<file path="src/rtl/exec_sequencer_pkg.sv">
// Shared definitions for the execution sequencer: FSM state encodings and the
// default memory-wait timeout.
package exec_sequencer_pkg;

    typedef enum logic [2:0] {
        ST_IF  = 3'd0,
        ST_ID  = 3'd1,
        ST_EX  = 3'd2,
        ST_MEM = 3'd3,
        ST_WB  = 3'd4,
        ST_ERR = 3'd5
    } state_t;

    localparam int TIMEOUT_DEFAULT = 15;

endpackage

</file>
<file path="src/rtl/exec_sequencer_wait_timer.sv">
// Wait counter for pending memory requests; expired is decoded from the
// registered count so a same-cycle ready can still take priority upstream.
module wait_timer #(
    parameter int W = 8
) (
    input  logic         clock,
    input  logic         reset,
    input  logic         clear,
    input  logic         enable,
    input  logic [W-1:0] limit,
    output logic         expired
);

    logic [W-1:0] count;

    always_ff @(posedge clock or posedge reset) begin
        if (reset) begin
            count <= '0;
        end else if (clear) begin
            count <= '0;
        end else if (enable && !expired) begin
            // saturate at the limit so a long stall can never wrap back to zero
            count <= count + W'(1);
        end
    end

    assign expired = (count >= limit);

endmodule

</file>
<file path="src/rtl/exec_sequencer.sv">
// Multi-cycle instruction sequencer: IF/ID/EX/MEM/WB with a bus-error trap
// when instruction or data memory fails to answer within TIMEOUT cycles.
module exec_sequencer
    import exec_sequencer_pkg::*;
#(
    parameter int TIMEOUT = TIMEOUT_DEFAULT
) (
    input  logic        clock,
    input  logic        reset,
    input  logic        halt,
    input  logic        imem_ready,
    input  logic        dmem_ready,
    input  logic        RegWrite,
    input  logic        MemRead,
    input  logic        MemWrite,
    input  logic        Jal,
    output logic        imem_req,
    output logic        ir_we,
    output logic        dmem_req,
    output logic        dmem_we,
    output logic        reg_we,
    output logic        pc_we,
    output logic        bus_err,
    output logic [2:0]  state,
    output logic [31:0] instr_count
);

    localparam int WAIT_W = $clog2(TIMEOUT + 1) + 1;

    state_t state_q, state_d;
    logic   f_reg_write, f_mem_read, f_mem_write, f_jal;
    logic   wait_clear, wait_enable, wait_expired;

    always_ff @(posedge clock or posedge reset) begin
        if (reset) begin
            state_q <= ST_IF;
        end else begin
            state_q <= state_d;
        end
    end

    always_ff @(posedge clock or posedge reset) begin
        if (reset) begin
            f_reg_write <= 1'b0;
            f_mem_read  <= 1'b0;
            f_mem_write <= 1'b0;
            f_jal       <= 1'b0;
        end else if (state_q == ST_EX) begin
            f_reg_write <= RegWrite;
            f_mem_read  <= MemRead;
            f_mem_write <= MemWrite;
            f_jal       <= Jal;
        end
    end

    always_comb begin
        state_d  = state_q;
        imem_req = 1'b0;
        ir_we    = 1'b0;
        dmem_req = 1'b0;
        dmem_we  = 1'b0;
        reg_we   = 1'b0;
        pc_we    = 1'b0;
        case (state_q)
            ST_IF: begin
                if (!halt) begin
                    imem_req = 1'b1;
                    if (imem_ready) begin
                        ir_we   = 1'b1;
                        state_d = ST_ID;
                    end else if (wait_expired) begin
                        state_d = ST_ERR;
                    end
                end
            end
            ST_ID: state_d = ST_EX;
            ST_EX: begin
                if (MemRead || MemWrite) begin
                    state_d = ST_MEM;
                end else if (RegWrite || Jal) begin
                    state_d = ST_WB;
                end else begin
                    pc_we   = 1'b1;
                    state_d = ST_IF;
                end
            end
            ST_MEM: begin
                // a combined read+write is issued as a write but still writes back
                dmem_req = 1'b1;
                dmem_we  = f_mem_write;
                if (dmem_ready) begin
                    if (f_mem_read) begin
                        state_d = ST_WB;
                    end else begin
                        pc_we   = 1'b1;
                        state_d = ST_IF;
                    end
                end else if (wait_expired) begin
                    state_d = ST_ERR;
                end
            end
            ST_WB: begin
                reg_we  = f_reg_write || f_jal || f_mem_read;
                pc_we   = 1'b1;
                state_d = ST_IF;
            end
            ST_ERR:  state_d = ST_ERR;
            default: state_d = ST_IF;
        endcase
        // the fetch request is the only input-driven output; keep it quiet in reset
        if (reset) begin
            imem_req = 1'b0;
            ir_we    = 1'b0;
        end
    end

    assign wait_clear  = (state_d != state_q) && (state_d == ST_IF || state_d == ST_MEM);
    assign wait_enable = (state_q == ST_IF  && !halt && !imem_ready) ||
                         (state_q == ST_MEM && !dmem_ready);

    wait_timer #(.W(WAIT_W)) u_wait_timer (
        .clock   (clock),
        .reset   (reset),
        .clear   (wait_clear),
        .enable  (wait_enable),
        .limit   (WAIT_W'(TIMEOUT)),
        .expired (wait_expired)
    );

    always_ff @(posedge clock or posedge reset) begin
        if (reset) begin
            instr_count <= 32'd0;
        end else if (pc_we) begin
            instr_count <= instr_count + 32'd1;
        end
    end

    assign bus_err = (state_q == ST_ERR);
    assign state   = state_q;

endmodule

</file>
<file path="config.mk">
export PLATFORM = sky130hd
export DESIGN_NAME = exec_sequencer
export DESIGN_NICKNAME = d
export VERILOG_FILES = /design/src/rtl/exec_sequencer_pkg.sv /design/src/rtl/exec_sequencer_wait_timer.sv /design/src/rtl/exec_sequencer.sv
export SDC_FILE = /design/constraint.sdc
export NUM_CORES = 1
export LEC_CHECK = 0
export BUFFER_PORTS_ARGS = -buffer_cell sky130_fd_sc_hd__buf_2
export CAP_MARGIN = 10
export CORE_MARGIN = 2
export CORE_UTILIZATION = 45
export DETAILED_ROUTE_END_ITERATION = 16
export GPL_ROUTABILITY_DRIVEN = 0
export PLACE_DENSITY = 0.73
export SETUP_SLACK_MARGIN = 0.15
export SYNTH_ARGS = -nofsm -noshare
export SYNTH_HDL_FRONTEND = slang
export SYNTH_SLANG_ARGS = --single-unit
</file>
<file path="constraint.sdc">
create_clock -name clock -period 6 [get_ports clock]
set_input_delay 0.6 -clock clock [delete_from_list [all_inputs] [get_ports clock]]
set_output_delay 0.6 -clock clock [all_outputs]
set_load 0.02 [all_outputs]
</file>
# After elaboration in Yosys (flattened, before gate mapping)
# Index checks and enable logic that the tools add are counted.
[word_totals]
regBits = 44
[op_classes]
add_sub_neg = 2
order_cmp = 1
eq_ne = 7
mux = 25
n_reduce_logical = 18
[op_table]
columns = ["operator", "n"]
rows = [
  ["adder 32 x 1 -> 32 bit, second input constant", 1],
  ["two-way mux 3 bit", 7],
  ["case mux 3 bit (5 select lines)", 1],
  ["two-way mux 1 bit", 14],
  ["two-way mux 5 bit", 2],
  ["equality test 3 x 2 -> 1 bit, second input constant", 3],
  ["equality test 3 bit, second input constant", 2],
  ["zero test 3 bit", 2],
  ["logical OR 1 bit", 6],
  ["adder 5 x 1 -> 5 bit, second input constant", 1],
  [">= comparator 5 x 4 -> 1 bit, second input constant", 1],
  ["logical AND 1 bit", 5],
  ["zero test 1 bit", 4],
  ["equality test 3 x 1 -> 1 bit, second input constant", 1],
  ["inequality test 3 bit", 1],
  ["case mux 1 bit (3 select lines)", 1],
  ["nonzero test 2 bit", 1],
]

# Depth between registers and ports, before layout
[logic_depth]
depth_word = 9
depth_mapped = 8
mapped_depth_nobuf = 8

# Hierarchy
# From an unflattened synthesis, not the netlist that was laid out.
[hier_totals]
hier_cells = 243
area_unflattened_um2 = 2434.8
[by_module_without_submodules]
columns = ["module", "instances", "cells_per_inst", "area_per_inst_um2", "seq_area_each_um2"]
rows = [
  ["exec_sequencer", 1, 199, 2037.0, 975.9],
  ["wait_timer", 1, 44, 397.9, 125.1],
]

# Worst setup path after synthesis
# OpenSTA, ideal clock, no wires.
[synth_timing]
path_kind = "reg2reg"
startpoint = "reg u_wait_timer.count[0]"
endpoint = "reg u_wait_timer.count[0]"
setup_time_ns = 0.133
arrival_ns = 2.341
setup_slack_ns = 3.526
stages_incl_launch_ff = 9
period_less_slack_ns = 2.474
cell_sequence = "dfrtp_1 ha_1 and3_1 ha_1 nor3_1 a211oi_1 or4b_2 a221oi_2 nor2_1"
[synth_between]
elab_chain_len = 9
[synth_rtl]
columns = ["element", "line_no", "source"]
rows = [
  ["start: declaration", "exec_sequencer_wait_timer.sv:14", "logic [W-1:0] count;"],
  ["start signal: assignment", "exec_sequencer_wait_timer.sv:23", "count <= count + W'(1);"],
  [">= comparator 5 x 4 -> 1 bit", "exec_sequencer_wait_timer.sv:27", "assign expired = (count >= limit);"],
  ["two-way mux 3 bit", "exec_sequencer.sv:71, exec_sequencer.sv:98", ""],
  ["two-way mux 3 bit", "exec_sequencer.sv:68", "if (imem_ready) begin"],
  ["two-way mux 3 bit", "exec_sequencer.sv:66", "if (!halt) begin"],
  ["case mux 3 bit (5 select lines)", "exec_sequencer.sv:64", "case (state_q)"],
  ["equality test 3 x 2 -> 1 bit or zero test 3 bit (tied branches)", "exec_sequencer.sv:117", "assign wait_clear = (state_d != state_q) && (state_d == ST_IF || state_d == ST_MEM);"],
  ["logical OR 1 bit", "exec_sequencer.sv:117", ""],
  ["logical AND 1 bit", "exec_sequencer.sv:117", ""],
  ["two-way mux 5 bit or nonzero test 2 bit (tied branches)", "-", ""],
]
# Several ways; a longest one is shown, not always the timed one. The select of a mux whose other input is x is not followed.
# A chain may end at the register's enable or synchronous reset.

# Worst setup path in the final report
[layout_timing]
startpoint = "reg state_q[2], in the netlist state[2]"
endpoint = "out pc_we"
[layout_between]
elab_chain_len = 2
[layout_rtl]
columns = ["element", "line_no", "source"]
rows = [
  ["start: declaration", "exec_sequencer.sv:30", "state_t state_q, state_d;"],
  ["start signal: assignment", "exec_sequencer.sv:38", "state_q <= state_d;"],
  ["equality test 3 bit or equality test 3 x 2 -> 1 bit (tied branches)", "exec_sequencer.sv:64", ""],
  ["case mux 1 bit (3 select lines) *", "exec_sequencer.sv:64", ""],
  ["end: declaration", "exec_sequencer.sv:22", "output logic pc_we,"],
]
# Mark *: on every way between the ends. The rest lies on a longest branch, timed or not.

==> key figures <==
GRT
  • Largest net degree at the start of global routing: between 40 and 50
  • Vias in the first global route: 1600
  • Grt ovf: 0
  • Global-route wire length before repair: 7030 um
  • GRT Util Overall: 0.166
  • Initial antenna violation count: 0

Cells and area
  • Antenna cells: 0
  • Nets: 269
  • Fin util: 0.555
  • Post-Layout Cell Count: 324
  • Area grow syn2layout: 18.7%
  • Layout cells sized above 1: 0.272

Yosys
  • Sequential share of the synthesized area: 0.498
  • Most common cell in the synthesized netlist: dfrtp_1
  • Synth warn: 0
  • Mapped cell area: about 2200 sq um
  • Unique cell type count in the Yosys netlist: 38
  • Mean cell area of the mapped netlist: roughly 11 sq um
  • Yosys top cell area share: 0.498
  • Area contributors post-synth: dfrtp_1 (50%), xnor2_1 (12%), nand3_1 (3.6%), mux2_2 (2.5%), nand2_1 (2.5%)
  • Largest area contributor in the netlist: dfrtp_1
  • Syn Nets: 215
  • Mapped Cells: roughly 200
  • Async SR Flop Fraction: 1.00
  • Top cells by count, synth: dfrtp_1 (44), xnor2_1 (30), nand3_1 (16)
  • #FFs+latches synth: 44
  • Most used DFF post-synth: dfrtp_1
  • Number of flops mapped to enable cells by yosys: 0

Timing
  • Final hold vios: 0
  • Layout Skew: 0.00361 ns
  • Period Utilization, post-route: 0.452
  • Worst Tran Pin Value: 0.640 ns
  • F_max: roughly 370 MHz
  • Minimum clock period after layout: 2.71 ns
  • Setup TNS: 0 ns
  • Final Max Tran Viols: 0
  • Hold WS: 0.445 ns
  • Final setup viols: 0
  • Relative slew slack: 0.574
  • RSZ-0062 raised after global routing: false

Routing
  • WL/cell: 12.9 um
  • Post-route ant nets: 0
  • Final WL: 4180 um
  • Drt initial violations: 39
  • Routed vias/inst: between 5 and 6
  • Drt pass-1 iters: 4
  • DRC Markers: 0
  • Vias: 1699

Power
  • Fraction of power consumed by sequential logic: 0.474
  • Power Density: between 300 and 400 nW/um^2
  • Comb power frac: 0.298
  • Clock share of power: 0.229
  • Leak pwr: 1.23 nW
  • Sw Ratio: 0.350
  • Psw: 294 uW
  • Int Power: ~550 uW
  • Peak supply drop: between 0.2 and 0.3 mV

Floorplanning
  • Row cnt: 25
  • Placeable Area: 4720 sq um
  • Die area: 5490 sq um
  • Initial Util: 0.468
  • Die width: 74.1 um
  • Die H: 74.1 um
  • I/O Pins: 51

Clocking
  • Clock root buffer: clkbuf_8
  • Cts hold-fix bufs: 0
  • Worst-path clk slew: around 0.07 ns
  • Setup Fix Bufs, Post-CTS: 0
  • Post_cts resized: 0
  • Max H-tree Level: 2
  • CTS buffer count: 5
  • Clock Latency Late Sink: slightly below 0.3 ns
  • Clk sinks: 44
  • Clock Path Buffers: 2
  • CTS tree: yes

Worst setup path
  • Worst Path Arrival: around 2.1 ns
  • R2r setup slk: 3.37 ns
  • Crit-path max FO: 10
  • Startpoint types: flip-flop
  • Crit path largest cell delay: approximately 0.54 ns
  • Required time worst endpoint: approximately 5.4 ns
  • Reg2Reg Depth: 8
  • FF-to-FF End: u_wait_timer.count[3]
  • Critical path type: flip-flop to primary output
  • CP max stage cell: dfrtp_1
  • CP Cell Sequence: nand3b_1, inv_1, a21oi_1, nand2_1, buf_2
  • Worst R2R Start: u_wait_timer.count[0]
  • Critical Path Sink Type: primary output

Job
  • Max Cap Viol: 0

Placed design
  • Placed Instances: between 300 and 400
  • Port Buf Inserts: 50
  • Post-DP HPWL: 3050 um

Outcome
  • Status: completed

Worst hold path
  • Min-Delay Path Class: primary input to async pin
[critical path: cells and delay by family (launching register included)]
| family | cells | cell delay, ns |
|---|---|---|
| compound gates | 1 | 0.50 |
| buf+inv | 2 | 0.31 |
| flops | 1 | 0.54 |
| simple gates | 2 | 0.47 |
[registers in the layout (all words and copies together) (netlist names)]
name	flops
instr_count	32
u_wait_timer.count	5
f_mem_read	1
f_mem_write	1
f_reg_write	1
state	3
f_jal	1
[cell type report]
class	count	area (sq um)
repair buffers	51	258
inverters	8	30.0
flip-flops and latches	44	1100
multi-input cells	147	1050
fillers	415	2100
clock buffers	7	96.3
well taps	67	83.8
[stage by stage]
step           total power, mW  setup slack, ns  cell area, sq um
3_5_place_dp             0.656             3.38              2530
6_report                 0.841             3.29              2620
2_1_floorplan            0.593             3.53              2210
5_1_grt                  0.899             3.11              2620
4_1_cts                  0.851             3.25              2620
3_3_place_gp             0.651             3.42              2530
[worst max-delay path by stage]
| stage | end | cells past startpoint | startpoint | slack [ns] |
|---|---|---|---|---|
| floorplan | u_wait_timer.count[0] | 8 | u_wait_timer.count[0] | 3.53 |
| global placement | u_wait_timer.count[0] | 8 | u_wait_timer.count[0] | 3.42 |
| detailed placement | u_wait_timer.count[3] | 8 | u_wait_timer.count[0] | 3.38 |
| CTS | pc_we | 5 | state[2] | 3.25 |
| global route | pc_we | 5 | state[2] | 3.11 |
| finish | pc_we | 5 | state[2] | 3.29 |
[logic make-up after synthesis]
group,after synthesis,share of synthesized area
muxes,6,0.0300
xor gates and xnor gates,33,0.131
adders and majority gates,3,0.0170
AOI/OAI and AO/OA,17,0.0742
DFF,44,0.498
buffers and inverters,12,0.0243
and+or+nand+nor,88,0.225
[routing by layer]
metal | vias up | wire length, um | global-route usage
met4 | 0 | 38 | 0.0525
met2 | 39 | 1930 | 0.274
met5 | - | 0 | 0
li1 | 828 | - | -
met3 | 4 | 190 | 0.0420
met1 | 828 | 2020 | 0.217
[cells in the final DEF, fill, tap and decap left out, types with 2 or more instances in the layout]
cell       Yosys  layout
a2111oi_4      2       2
a211oi_1       2       2
a21oi_1        4       4
and2_1         5       5
and3_1         6       6
and4_1         5       5
buf_2          1      50
clkbuf_8       0       7
dfrtp_1       44      44
ha_1           3       3
inv_1          8       7
mux2_2         5       5
nand2_1       15      15
nand3_1       16      16
nand3b_1       2       2
nand4_1        9       9
nor2_1        15      15
nor2b_1        2       2
nor3_1         4       4
nor4_1         2       2
o21ai_0        3       3
xnor2_1       30      30
xor2_1         3       3
[power by group through the flow]
stage / registers, mW / clock network [mW] / logic [mW]
5_1_grt: 0.408 / 0.212 / 0.279
3_3_place_gp: 0.401 / 0 / 0.249
6_report: 0.398 / 0.192 / 0.250
2_1_floorplan: 0.409 / 0 / 0.184
4_1_cts: 0.398 / 0.200 / 0.254
3_5_place_dp: 0.404 / 0 / 0.252
No activity file was read; power rests on OpenSTA's default activity.
